### config.mk
export PLATFORM = sky130hd
export DESIGN_NAME = piso_tx
export DESIGN_NICKNAME = d
export VERILOG_FILES = /design/src/rtl/piso_pkg.sv /design/src/rtl/tx_bit_counter.sv /design/src/rtl/piso_tx.sv
export SDC_FILE = /design/constraint.sdc
export NUM_CORES = 1
export LEC_CHECK = 0
export BUFFER_PORTS_ARGS = -buffer_cell sky130_fd_sc_hd__buf_2
export CAP_MARGIN = 40
export CORE_AREA = 2 2 39 41
export CTS_CLUSTER_DIAMETER = 80
export DETAILED_ROUTE_END_ITERATION = 10
export DIE_AREA = 0 0 41 43
export GPL_ROUTABILITY_DRIVEN = 0
export PLACE_DENSITY = 0.54
export SLEW_MARGIN = 20
export SYNTH_ARGS = -nofsm -noshare
export SYNTH_HDL_FRONTEND = slang
export SYNTH_SLANG_ARGS = --single-unit
### constraint.sdc
create_clock -name clk -period 2.1 [get_ports clk]
set_input_delay 0.105 -clock clk [delete_from_list [all_inputs] [get_ports clk]]
set_output_delay 0.105 -clock clk [all_outputs]
set_load 0.01 [all_outputs]
### src/rtl/piso_pkg.sv
// piso_pkg: shared state encoding and default width for the piso transmitter
package piso_pkg;
    typedef enum logic [1:0] {IDLE, SHIFT, PARITY} tx_state_t;
    localparam int DEF_WIDTH = 4;
endpackage

### src/rtl/tx_bit_counter.sv
// tx_bit_counter: loadable bit-index up-counter with terminal-count flag at WIDTH-1
module tx_bit_counter #(
    parameter int WIDTH = 4
) (
    input  logic                     clk,
    input  logic                     rst,
    input  logic                     load,
    input  logic                     inc,
    output logic [$clog2(WIDTH)-1:0] count,
    output logic                     tc
);
    localparam int CW = $clog2(WIDTH);
    always_ff @(posedge clk) begin
        if (rst || load) count <= '0;
        else if (inc) count <= count + CW'(1);
    end
    assign tc = count == CW'(WIDTH - 1);
endmodule

### src/rtl/piso_tx.sv
// piso_tx: valid/ready parallel-in serial-out transmitter; PIPO_PARITY_EN appends an even-parity bit
module piso_tx
    import piso_pkg::*;
#(
    parameter int WIDTH     = DEF_WIDTH,
    parameter bit MSB_FIRST = 1'b1
) (
    input  logic             clk,
    input  logic             rst,
    input  logic [WIDTH-1:0] din,
    input  logic             din_valid,
    output logic             din_ready,
    output logic             sout,
    output logic             sout_valid,
    output logic             frame_done
);
    localparam int CW = $clog2(WIDTH);
    tx_state_t state, state_nx;
    logic [WIDTH-1:0] sr;
    logic [CW-1:0] count;
    logic tc, last, xfer, inc, emit, bit_nx, done_nx;
`ifdef PIPO_PARITY_EN
    logic par;
    assign last = state == PARITY;
`else
    assign last = state == SHIFT && tc;
`endif
    function automatic logic head(input logic [WIDTH-1:0] w);
        return MSB_FIRST ? w[WIDTH-1] : w[0];
    endfunction
    function automatic logic [WIDTH-1:0] shift(input logic [WIDTH-1:0] w);
        return MSB_FIRST ? w << 1 : w >> 1;
    endfunction
    assign din_ready = !rst && (state == IDLE || last);
    assign xfer = din_valid && din_ready;
    tx_bit_counter #(.WIDTH(WIDTH)) u_cnt (
        .clk  (clk),
        .rst  (rst),
        .load (xfer),
        .inc  (inc),
        .count(count),
        .tc   (tc)
    );
    always_comb begin
        state_nx = IDLE;
        bit_nx = 1'b0;
        emit = 1'b0;
        done_nx = 1'b0;
        inc = 1'b0;
        if (xfer) begin
            state_nx = SHIFT;
            bit_nx = head(din);
            emit = 1'b1;
        end else if (state == SHIFT && !tc) begin
            state_nx = SHIFT;
            bit_nx = head(sr);
            emit = 1'b1;
            inc = 1'b1;
`ifndef PIPO_PARITY_EN
            done_nx = count == CW'(WIDTH - 2);
`endif
        end
`ifdef PIPO_PARITY_EN
        else if (state == SHIFT) begin
            state_nx = PARITY;
            bit_nx = par;
            emit = 1'b1;
            done_nx = 1'b1;
        end
`endif
    end
    // outputs are registered one step ahead: the bit loaded here is on sout next cycle
    always_ff @(posedge clk) begin
        if (rst) begin
            state <= IDLE;
            sr <= '0;
            sout <= 1'b0;
            sout_valid <= 1'b0;
            frame_done <= 1'b0;
        end else begin
            state <= state_nx;
            sout <= bit_nx;
            sout_valid <= emit;
            frame_done <= done_nx;
            if (xfer) sr <= shift(din);
            else if (inc) sr <= shift(sr);
        end
    end
`ifdef PIPO_PARITY_EN
    always_ff @(posedge clk) begin
        if (rst) par <= 1'b0;
        else if (xfer) par <= ^din;
    end
`endif
endmodule

* After elaboration in Yosys (flattened, before gate mapping)
Cells that the tools add are included.
** Operators by class
- Reductions and logical operators :: 12
- Bitwise gates (word level) :: 1
- Eq/ne operators :: 3
- Mux-type cells :: 9
- $add $sub $neg :: 1
** Operators by type and width (number)
- $mux 4 :: 2
- $mux 1 :: 7
- $eq 2x2->1 const B :: 2
- $logic_and 1x1->1 :: 4
- $reduce_or 3->1 :: 1
- $add 2x1->2 const B :: 1
- $eq 2x1->1 const B :: 1
- $logic_not 1->1 :: 2
- $logic_not 2->1 :: 1
- $logic_or 1x1->1 :: 2
- $reduce_bool 2->1 :: 1
- $reduce_or 2->1 :: 1
- $not 1->1 :: 1
** Word-level totals
- Input bits :: 7
- Register bits :: 10
- Output and inout port bits :: 4
- Word-level logic and storage cells :: 33

* Logic depth before layout (Yosys ltp)
Gate-level depths: netlist (run 1).
- Depth after elaboration :: 8
- Depth in mapped cells :: 4
- Mapped depth without buffers :: 4

* Cells and area by module
Synthesis (run 1) repeated with hierarchy kept, for this count alone.
** Unflattened totals
- Cells, all modules :: 32
- Area total of the unflattened synthesis :: 339.1 µm²
** Modules (own cells, without submodules)
- piso_tx :: cells each 25, times used 1, area an instance 247.7 µm²
- tx_bit_counter :: cells each 7, times used 1, area an instance 91.3 µm²

* Worst setup path before layout (run 1)
OpenSTA, ideal clock, no wires.
- Path type :: reg2reg
- Start :: register u_cnt.count[1]
- End :: register u_cnt.count[0]
- Cell stages (with the launch flop) :: 5
- Data required time :: 2.033 ns
- Setup time :: 0.067 ns
- Slack :: 1.019 ns
- Data arrival time :: 1.014 ns
- Cells stage by stage :: dfxtp_1 -> ha_1 -> nor2b_4 -> or3_1 -> a21oi_2
** Between the ends
- Longest elaborated chain between the ends :: 6
- Elaborated cells on any way between the ends :: 10
** Ends and longest elaborated chain
- start, declared :: RTL line tx_bit_counter.sv:9 : output logic [$clog2(WIDTH)-1:0] count,
- start signal, assigned :: RTL line tx_bit_counter.sv:15 : else if (inc) count <= count + CW'(1);
- $eq 2x2->1 (*) :: RTL line tx_bit_counter.sv:17 : assign tc = count == CW'(WIDTH - 1);
- $logic_and 1x1->1 :: RTL line piso_tx.sv:26 : assign last = state == SHIFT && tc;
- $logic_or 1x1->1 :: RTL line piso_tx.sv:34 : assign din_ready = !rst && (state == IDLE || last);
- $logic_and 1x1->1 :: RTL line piso_tx.sv:34
- $logic_and 1x1->1 :: RTL line piso_tx.sv:35 : assign xfer = din_valid && din_ready;
- $mux 1 or $logic_or 1x1->1 (tied branches) :: RTL line piso_tx.sv:50, tx_bit_counter.sv:14
Every way passes the cells marked *; elsewhere a longest branch is shown, timed or not.
A chain may end at the register's enable or synchronous reset.

* Worst setup path after layout (run 1)
- Start :: register u_cnt.count[1]
- End :: output din_ready
** Between the ends
- Longest elaborated chain between the ends :: 4
** Ends and longest elaborated chain
- $eq 2x2->1 :: RTL line tx_bit_counter.sv:17
- $logic_and 1x1->1 :: RTL line piso_tx.sv:26
- $logic_or 1x1->1 :: RTL line piso_tx.sv:34
- $logic_and 1x1->1 :: RTL line piso_tx.sv:34
- end, declared :: RTL line piso_tx.sv:12 : output logic din_ready,
Every way passes these cells.

==> impl_metrics.tcl, run 1 <==
set metrics [dict create \
    synth_xor_area_frac 0 \
    synth_top_family_by_area "simple AND/OR/NAND/NOR gates" \
    holdBufCountCts 0 \
    dp_slack_ps 920 \
    hold_path.class "primary input to flop" \
    ant_nets 0 \
    min_path_cells 3 \
    worstReg2RegStart "u_cnt.count[1]" \
    pin_count 11 \
    grt_overflow 0 \
    wl_um 611 \
    holdWs_ps 123 \
    clk_latency_ps 250 \
    initial_core_util 0.258 \
    path_clk_slew_ps 50 \
    crit_start "u_cnt.count[1]" \
    post_cts_buffers 0 \
    synth_fa_ha_area_frac 0.0702 \
    avgSynthCellArea_um2 9.91 \
    cts_resized 0 \
    die_y_um 43 \
    drv_cap 0 \
    period_needed_ps 1280 \
    clock_path_buffers 2 \
    cpPeakStageDelay_ps 320 \
    post_synth_num_cell_types 19 \
    cts_buffers 3 \
    r2r-end "u_cnt.count[0]" \
    clock_skew_ps 4.63 \
    critical_path_class "flop to primary output" \
    die_w_um 41 \
    seq_area_frac_synth 0.449 \
    dr.first_iter.drc_count 0 \
    critical_path.top_delay_family "flip-flops" \
    hold_end "sout" \
    rsz0062_at_grt "false" \
    r2r_cells 4 \
    fmax_mhz 780 \
    worstPathMaxFanout 7 \
    antenna_found_initial 0 \
    syn_area_um2 357 \
    synth_common_cells "dfxtp_1 (8), nor2_1 (5), mux2i_1 (3)" \
    root_buffer "clkbuf_4" \
    synth_mux_area_frac 0.0842 \
    use_met3 0.0314 \
    synth_largest_area_cell "dfxtp_1" \
    synth_area_leaders "dfxtp_1 (45%), mux2i_1 (8.4%), ha_1 (7.0%), nor2_1 (5.3%), a211oi_1 (4.2%)" \
    drive_gt1_frac 0.340 \
    cts_tree "done" \
    reg2reg_slack_ps 940 \
    power_density_mw_per_mm2 742 \
    yosysWarningCount 0 \
    grt_util_met1 0.110 \
    cts-htree-levels 1 \
    num_antenna_cells 0 \
    synthCells 36 \
    drc 0 \
    vias 288 \
    cp_num_buf_inv 1 \
    clock-sinks 8 \
    synth_ff_type "dfxtp_1" \
    synth_top_area_share 0.449 \
    worstHoldStart "din[3]" \
    ys_seq_elements 8 \
    slew_violations 0 \
    relSlewSlack 0.891 \
    io_buffers 10 \
    dp_cells 60 \
    drt-wirelength-per-cell_um 9.70 \
    worstMarginPinSlew_ps 159 \
    grt_pass1_vias 233 \
    hold_violations 0 \
    crit_required_ps 2000 \
    synth_most_common_cell "dfxtp_1" \
    finalSetupTns_ps 0 \
    finalSetupViolations 0 \
    power.leakage_nw 0.199 \
    die_area_mm2 0.00176 \
    grtUsageTotal 0.0905 \
    worstPathArrival_ps 1180 \
    syn-num-nets 45 \
    synth_compound_area_frac 0.0947 \
    gr-max-usage-layer "met1" \
    status "completed" \
    start_kind "flop" \
    crit_path_top_delay_cell "dfxtp_1" \
    crit_chain "ha_1 -> nor2b_4 -> nor2_1 -> buf_2" \
    crit_path_end_kind "primary output" \
    synth-edff-count 0 \
    synthArstFlopShare 0 \
    fin_cells 63 \
    core-area_mm2 0.00138 \
    yosys.area_share.simple 0.249 \
    viasPerCell 4.57 \
    syn2layout_area_growth_pct 21.8 \
    grt_pass1_wl_um 993 \
    grtUsageMet2 0.109 \
    grt_max_degree 10 \
    fin_crit_sh 0.611 \
    fin_nets 58 \
    drt_first_pass_iters 1 \
    rows 14 \
    setup_slack_ps 817 \
    ir_drop_uv 230 \
]
[metal layers]
layer	share of wire	wire, um
met2	0.45	276
met3	0.047	29
met1	0.47	290
met5	0	0
met4	0.023	14
[area by class of cell]
cell class	instances	area, um2
timing repair buffer	10	50.0
sequential	8	160
multi-input combinational	25	178
tap	16	20.0
clock buffer	3	22.5
fill	152	950
inverter	1	3.75
[tightest hold or removal path, cell delays in order]
cell     delay [ps]
buf_2           100
nand3_1          70
a21oi_1          60
[worst max path at each step]
stage / end / depth (start not counted)
final: din_ready / 4
after global routing: din_ready / 4
after CTS: din_ready / 4
after detailed placement: u_cnt.count[0] / 4
after global placement: u_cnt.count[0] / 4
after floorplan: u_cnt.count[0] / 4
[cells by family (layout without fill, tap and decap cells)]
group	Yosys count	after routing
AO/OA/AOI/OAI	5	5
adder cells (fa/ha/maj)	2	2
buffers and inverters	3	14
flip-flops	8	8
multiplexers	3	3
AND/OR/NAND/NOR	15	15
[per-stage QoR]
step                 util  instance area (um2)  total power, mW
floorplan               -                  357            0.199
global placement    0.297                  412            0.212
detailed placement  0.297                  412            0.212
CTS                 0.314                  434            0.330
global route        0.314                  434            0.344
finish              0.314                  434            0.322
[placed cells by master, fill, tap and decap left out, drive strengths merged, types with 2 or more instances in the layout]
cell type / n
ha: 2
dfxtp: 8
clkbuf: 3
mux2i: 3
buf: 10
a211oi: 2
a21oi: 3
nand2: 2
nor2: 5
[sequential cells by signal, summed over array words and instances, names as in the netlist]
name	cells
frame_done	1
sout	1
sr	3
state	1
u_cnt.count	2
[power by group]
| group | internal, mW | switching, mW |
|---|---|---|
| registers | 0.161 | 0.00427 |
| logic | 0.0210 | 0.0219 |
| clock network | 0.0652 | 0.0491 |
| total | 0.247 | 0.0753 |
(Power assumes the default switching activity.)
==> inputs of run 2 (changes only) <==
--- a/config.mk
+++ b/config.mk
@@ -12,7 +12,7 @@
 export DETAILED_ROUTE_END_ITERATION = 10
 export DIE_AREA = 0 0 41 43
 export GPL_ROUTABILITY_DRIVEN = 0
-export PLACE_DENSITY = 0.54
+export PLACE_DENSITY = 0.56
 export SLEW_MARGIN = 20
 export SYNTH_ARGS = -nofsm -noshare
 export SYNTH_HDL_FRONTEND = slang
==> constraint.sdc (replaced) <==
create_clock -name clk -period 1.1 [get_ports clk]
set_input_delay 0.055 -clock clk [delete_from_list [all_inputs] [get_ports clk]]
set_output_delay 0.055 -clock clk [all_outputs]
set_load 0.01 [all_outputs]
==> run 2 against run 1 <==
Against the previous run:
- global-route usage up 1.2 points
- routed wire length is 9.5% higher
- critical endpoint unchanged
- cell count up 7.9%
- power is 97% higher
- the run now ends with negative setup slack left
- clock power is 86% higher
- critical path depth grew 1
- sequential power is 93% higher
- die area did not move
- worst setup slack lost 900 ps
- largest cell class unchanged
- utilization up 4.4 points
- first-iteration DRC count grew 6
==> impl_metrics.tcl, run 2 (synthesized netlist as in run 1, its figures left out) <==
set metrics [dict create \
    status "finished with violations" \
    failed_checks "negative setup slack" \
    critical_path_class "flop to primary output" \
    clk_latency_ps 250 \
    power_mw 0.634 \
    grtUsageMet2 0.141 \
    clock_path_buffers 2 \
    worst-path-stages 5 \
    crit_path_top_delay_cell "dfxtp_2" \
    crit_path_end_kind "primary output" \
    wl_um 669 \
    gr-max-usage-layer "met2" \
    relSlewSlack 0.879 \
    cts-htree-levels 1 \
    die_area_mm2 0.00176 \
    top_regs "sr (3), u_cnt.count (2)" \
    crit_path_end "din_ready" \
    worstPathMaxFanout 2 \
    dr.first_iter.drc_count 6 \
    hold_path.class "primary input to flop" \
    power_density_mw_per_mm2 1280 \
    pin_count 11 \
    worstMarginPinSlew_ps 181 \
    use_met3 0.0785 \
    die_w_um 41 \
    initial_core_util 0.258 \
    drive_gt1_frac 0.481 \
    syn2layout_area_growth_pct 38.9 \
    drc 0 \
    clock_skew_ps 2.44 \
    r2r-end "u_cnt.count[0]" \
    crit_chain "ha_4 -> nor2b_4 -> buf_6 -> nor2_1 -> buf_2" \
    r2r_cells 5 \
    io_buffers 10 \
    slew_violations 0 \
    vias 295 \
    grtUsageTotal 0.102 \
    holdWs_ps 68.6 \
    finalSetupTns_ps -137 \
    grt_pass1_vias 270 \
    grt_max_degree 10 \
    drt_first_pass_iters 4 \
    worstPathArrival_ps 1130 \
    crit_required_ps 1040 \
    rsz0062_at_grt "true" \
    hold_violations 0 \
    fin_cells 68 \
    period_needed_ps 1180 \
    dp_slack_ps -15.6 \
    layout_common_cells "buf_2 (10), dfxtp_1 (6), nor2_1 (5), buf_4 (4)" \
    core-area_mm2 0.00138 \
    largest_reg_flops 3 \
    die_y_um 43 \
    crit_start "u_cnt.count[0]" \
    drt-wirelength-per-cell_um 9.84 \
    dp_hpwl_um 483 \
    power.leakage_nw 0.226 \
    reg2reg_slack_ps -50 \
    cts_buffers 3 \
    critical_path.top_delay_family "flip-flops" \
    cp_num_buf_inv 2 \
    setup_slack_ps -82.7 \
    clock-sinks 8 \
    fin_crit_sh 1.08 \
    cts_tree "done" \
    regMostFlops "sr" \
    grt_pass1_wl_um 1160 \
    ir_drop_uv 839 \
    num_antenna_cells 0 \
    viasPerCell 4.34 \
    worstReg2RegStart "u_cnt.count[0]" \
    path_clk_slew_ps 50 \
    grt_overflow 0 \
    fin_nets 63 \
    ant_nets 0 \
    final_common_cell "buf_2" \
    drv_cap 0 \
    dp_cells 63 \
    cpPeakStageDelay_ps 330 \
    antenna_found_initial 0 \
    rows 14 \
    grt_util_met1 0.125 \
    start_kind "flop" \
    finalSetupViolations 2 \
    fmax_mhz 846 \
    root_buffer "clkbuf_4" \
]
## run 2: power breakdown
part,total (mW),switching [mW],internal [mW]
clock,0.212,0.0880,0.124
sequential,0.319,0.0105,0.308
combinational,0.104,0.0469,0.0567
total,0.634,0.145,0.489
## run 2: worst min-delay path by stage
stage	start	depth (start not counted)	end
floorplan	din[3]	2	sout
global placement	rst	2	u_cnt.count[0]
detailed placement	din[3]	3	sout
CTS	rst	2	u_cnt.count[0]
global route	din[3]	3	sout
finish	rst	2	u_cnt.count[0]
## run 2: what timing repair did
item,4_1_cts,5_1_grt
setup endpoints to repair,5,5
buffers inserted,2,0
gates resized for setup,5,1
hold buffers,0,0
## run 2: layout make-up
type | count | area, um2
Timing Repair Buffer | 15 | 91.3
Clock buffer | 3 | 22.5
Sequential cell | 8 | 163
Multi-Input combinational cell | 25 | 195
Tap cell | 16 | 20.0
Fill cell | 152 | 888
Inverter | 1 | 3.75
## run 2: worst register-to-register path, stage by stage (launching register included)
cell,delay (ps)
dfxtp_2,350
ha_4,150
nor2b_4,40
buf_4,130
or3_4,320
a21oi_2,110
## run 2: per-layer routing
metal | wire length (um) | share of wire | vias up
met5 | 0 | 0 | -
met2 | 288 | 0.43 | 6
li1 | - | - | 157
met1 | 335 | 0.50 | 132
met3 | 44 | 0.066 | 0
met4 | 0 | 0 | 0
## run 2: metrics by stage
step / util / instance area, um2
finish: 0.358 / 495
global route: 0.358 / 495
CTS: 0.354 / 490
detailed placement: 0.314 / 434
global placement: 0.314 / 434
floorplan: - / 357
==> inputs of run 3 (changes only) <==
==> constraint.sdc (replaced) <==
create_clock -name clk -period 1.1 [get_ports clk]
set_input_delay 0.11 -clock clk [delete_from_list [all_inputs] [get_ports clk]]
set_output_delay 0.11 -clock clk [all_outputs]
set_load 0.01 [all_outputs]
==> run 3 against run 2 <==
Against the previous run:
- the run still ends with negative setup slack left
- power increased by 0.66%
- global-route usage decreased by 0.69 points
- clock power increased by 4%
- worst setup slack got worse by 11 ps
- register-to-register slack got worse by 20 ps
- die area unchanged
- utilization decreased by 0.63 points
- highest routed layer unchanged
==> impl_metrics.tcl, run 3 (synthesized netlist as in run 1, its figures left out) <==
set metrics [dict create \
    status "finished with violations" \
    failed_checks "negative setup slack" \
    final.fill_count 142 \
    crit_path_top_delay_cell "dfxtp_2" \
    dr.max_layer_used "met3" \
    final_area_um2 487 \
    finalSetupViolations 2 \
    grt_pass1_wl_um 1050 \
    cts-htree-levels 1 \
    ant_nets 0 \
    crit_chain "ha_4 -> nor2b_4 -> nor2_1 -> buf_2" \
    period_needed_ps 1190 \
    cts_buffers 3 \
    critical_path.top_delay_family "flip-flops" \
    slew_violations 0 \
    die_y_um 43 \
    dp_slack_ps -21.2 \
    ir_drop_uv 533 \
    holdBufCountCts 0 \
    fin_crit_sh 1.09 \
    cp_num_buf_inv 1 \
    root_buffer "clkbuf_4" \
    fmax_mhz 837 \
    relSlewSlack 0.871 \
    critical_path_class "flop to primary output" \
    path_clk_slew_ps 50 \
    clk_latency_ps 250 \
    final_common_cell "buf_2" \
    drc 0 \
    viasPerCell 4.22 \
    reg2reg_slack_ps -70 \
    dr.first_iter.drc_count 3 \
    setup_slack_ps -94.0 \
    multi_input_area_um2 190 \
    cpPeakStageDelay_ps 330 \
    pin_count 11 \
    worstMarginPinSlew_ps 193 \
    layout.area.seq_um2 163 \
    clock_skew_ps 1.54 \
    drt_first_pass_iters 3 \
    rows 14 \
    hold_violations 0 \
    die_area_mm2 0.00176 \
    hold_path.class "primary input to flop" \
    worstPathArrival_ps 1080 \
    start_kind "flop" \
    grtUsageTotal 0.0955 \
    top_regs "sr (3), u_cnt.count (2)" \
    die_w_um 41 \
    antenna_found_initial 0 \
    met2WireLength_um 329 \
    clock_path_buffers 2 \
    min_path_cells 2 \
    vias 287 \
    cts_tree "done" \
    power_density_mw_per_mm2 1310 \
    wl_met3_um 51 \
    post_dp_cell_area_um2 434 \
    syn2layout_area_growth_pct 36.5 \
    r2r_cells 5 \
    largest_reg_flops 3 \
    initial_core_util 0.258 \
    num_antenna_cells 0 \
    worstHoldStart "rst" \
    wirelength_met1_um 310 \
    grt_overflow 0 \
    drt-wirelength-per-cell_um 10.1 \
    clock-sinks 8 \
    layout_common_cells "buf_2 (10), dfxtp_1 (6), nor2_1 (5), buf_4 (5)" \
    worstReg2RegStart "u_cnt.count[0]" \
    r2r-end "u_cnt.count[0]" \
    fin_nets 63 \
    drive_gt1_frac 0.462 \
    regMostFlops "sr" \
    core-area_mm2 0.00138 \
    wl_um 690 \
    finalSetupTns_ps -167 \
    hold_end "u_cnt.count[0]" \
    io_buffers 10 \
    worstPathMaxFanout 4 \
    rsz0062_at_grt "true" \
    grt_pass1_vias 272 \
    crit_required_ps 990 \
    crit_path_end_kind "primary output" \
    grt_max_degree 10 \
    power.leakage_nw 0.224 \
    drv_cap 0 \
]
==> run 3: cell counts in the layout (fill, tap and decap cells not counted) <==
Identical to the previous run, type by type.
==> run 3: layout make-up <==
type,instances,area share
Clock buffer,3,0.0463
Inverter,1,0.00771
Multi-Input combinational cell,25,0.391
Sequential cell,8,0.334
Tap cell,16,0.0411
Timing Repair Buffer,15,0.180
==> run 3: where the power goes <==
group / internal [mW] / total, mW / switching, mW
Clock: 0.125 / 0.221 / 0.0967
Sequential: 0.308 / 0.319 / 0.0105
Combinational: 0.0537 / 0.0987 / 0.0450
==> run 3: through the flow <==
stage           util  std cells  total power, mW  hold slack, ps
3_3_place_gp   0.314         63            0.413             391
4_1_cts        0.351         68            0.653             120
3_5_place_dp   0.314         63            0.413             388
5_1_grt        0.352         68            0.680             116
6_report       0.352         68            0.639             126
2_1_floorplan      -         36            0.381             274
==> run 3: worst reg2reg max path, stage by stage (launching register included) <==
cell	delay (ps)
dfxtp_2	350
ha_4	150
nor2b_4	50
buf_4	130
or3_1	320
a21oi_2	120
==> run 3: timing repair <==
item	CTS	global route
setup endpoints to repair	6	8
resized for setup	3	1
buffers inserted	2	0
pin swaps	1	1
==> run 3: per-layer routing <==
| layer | vias to the layer above | GRT usage |
|---|---|---|
| met5 | - | 0 |
| met4 | 0 | 0.0400 |
| met3 | 0 | 0.0942 |
| met2 | 7 | 0.134 |
| met1 | 126 | 0.0903 |
| li1 | 154 | - |
==> run 3: how the worst max path moves through the flow <==
stage / from / endpoint / slack (ps) / cells after the start
2_1_floorplan: u_cnt.count[1] / u_cnt.count[0] / 20 / 4
3_3_place_gp: u_cnt.count[0] / sr[2] / -20 / 3
3_5_place_dp: u_cnt.count[0] / sr[2] / -20 / 3
4_1_cts: u_cnt.count[1] / din_ready / -100 / 4
5_1_grt: u_cnt.count[0] / din_ready / -150 / 4
6_report: u_cnt.count[1] / din_ready / -90 / 4
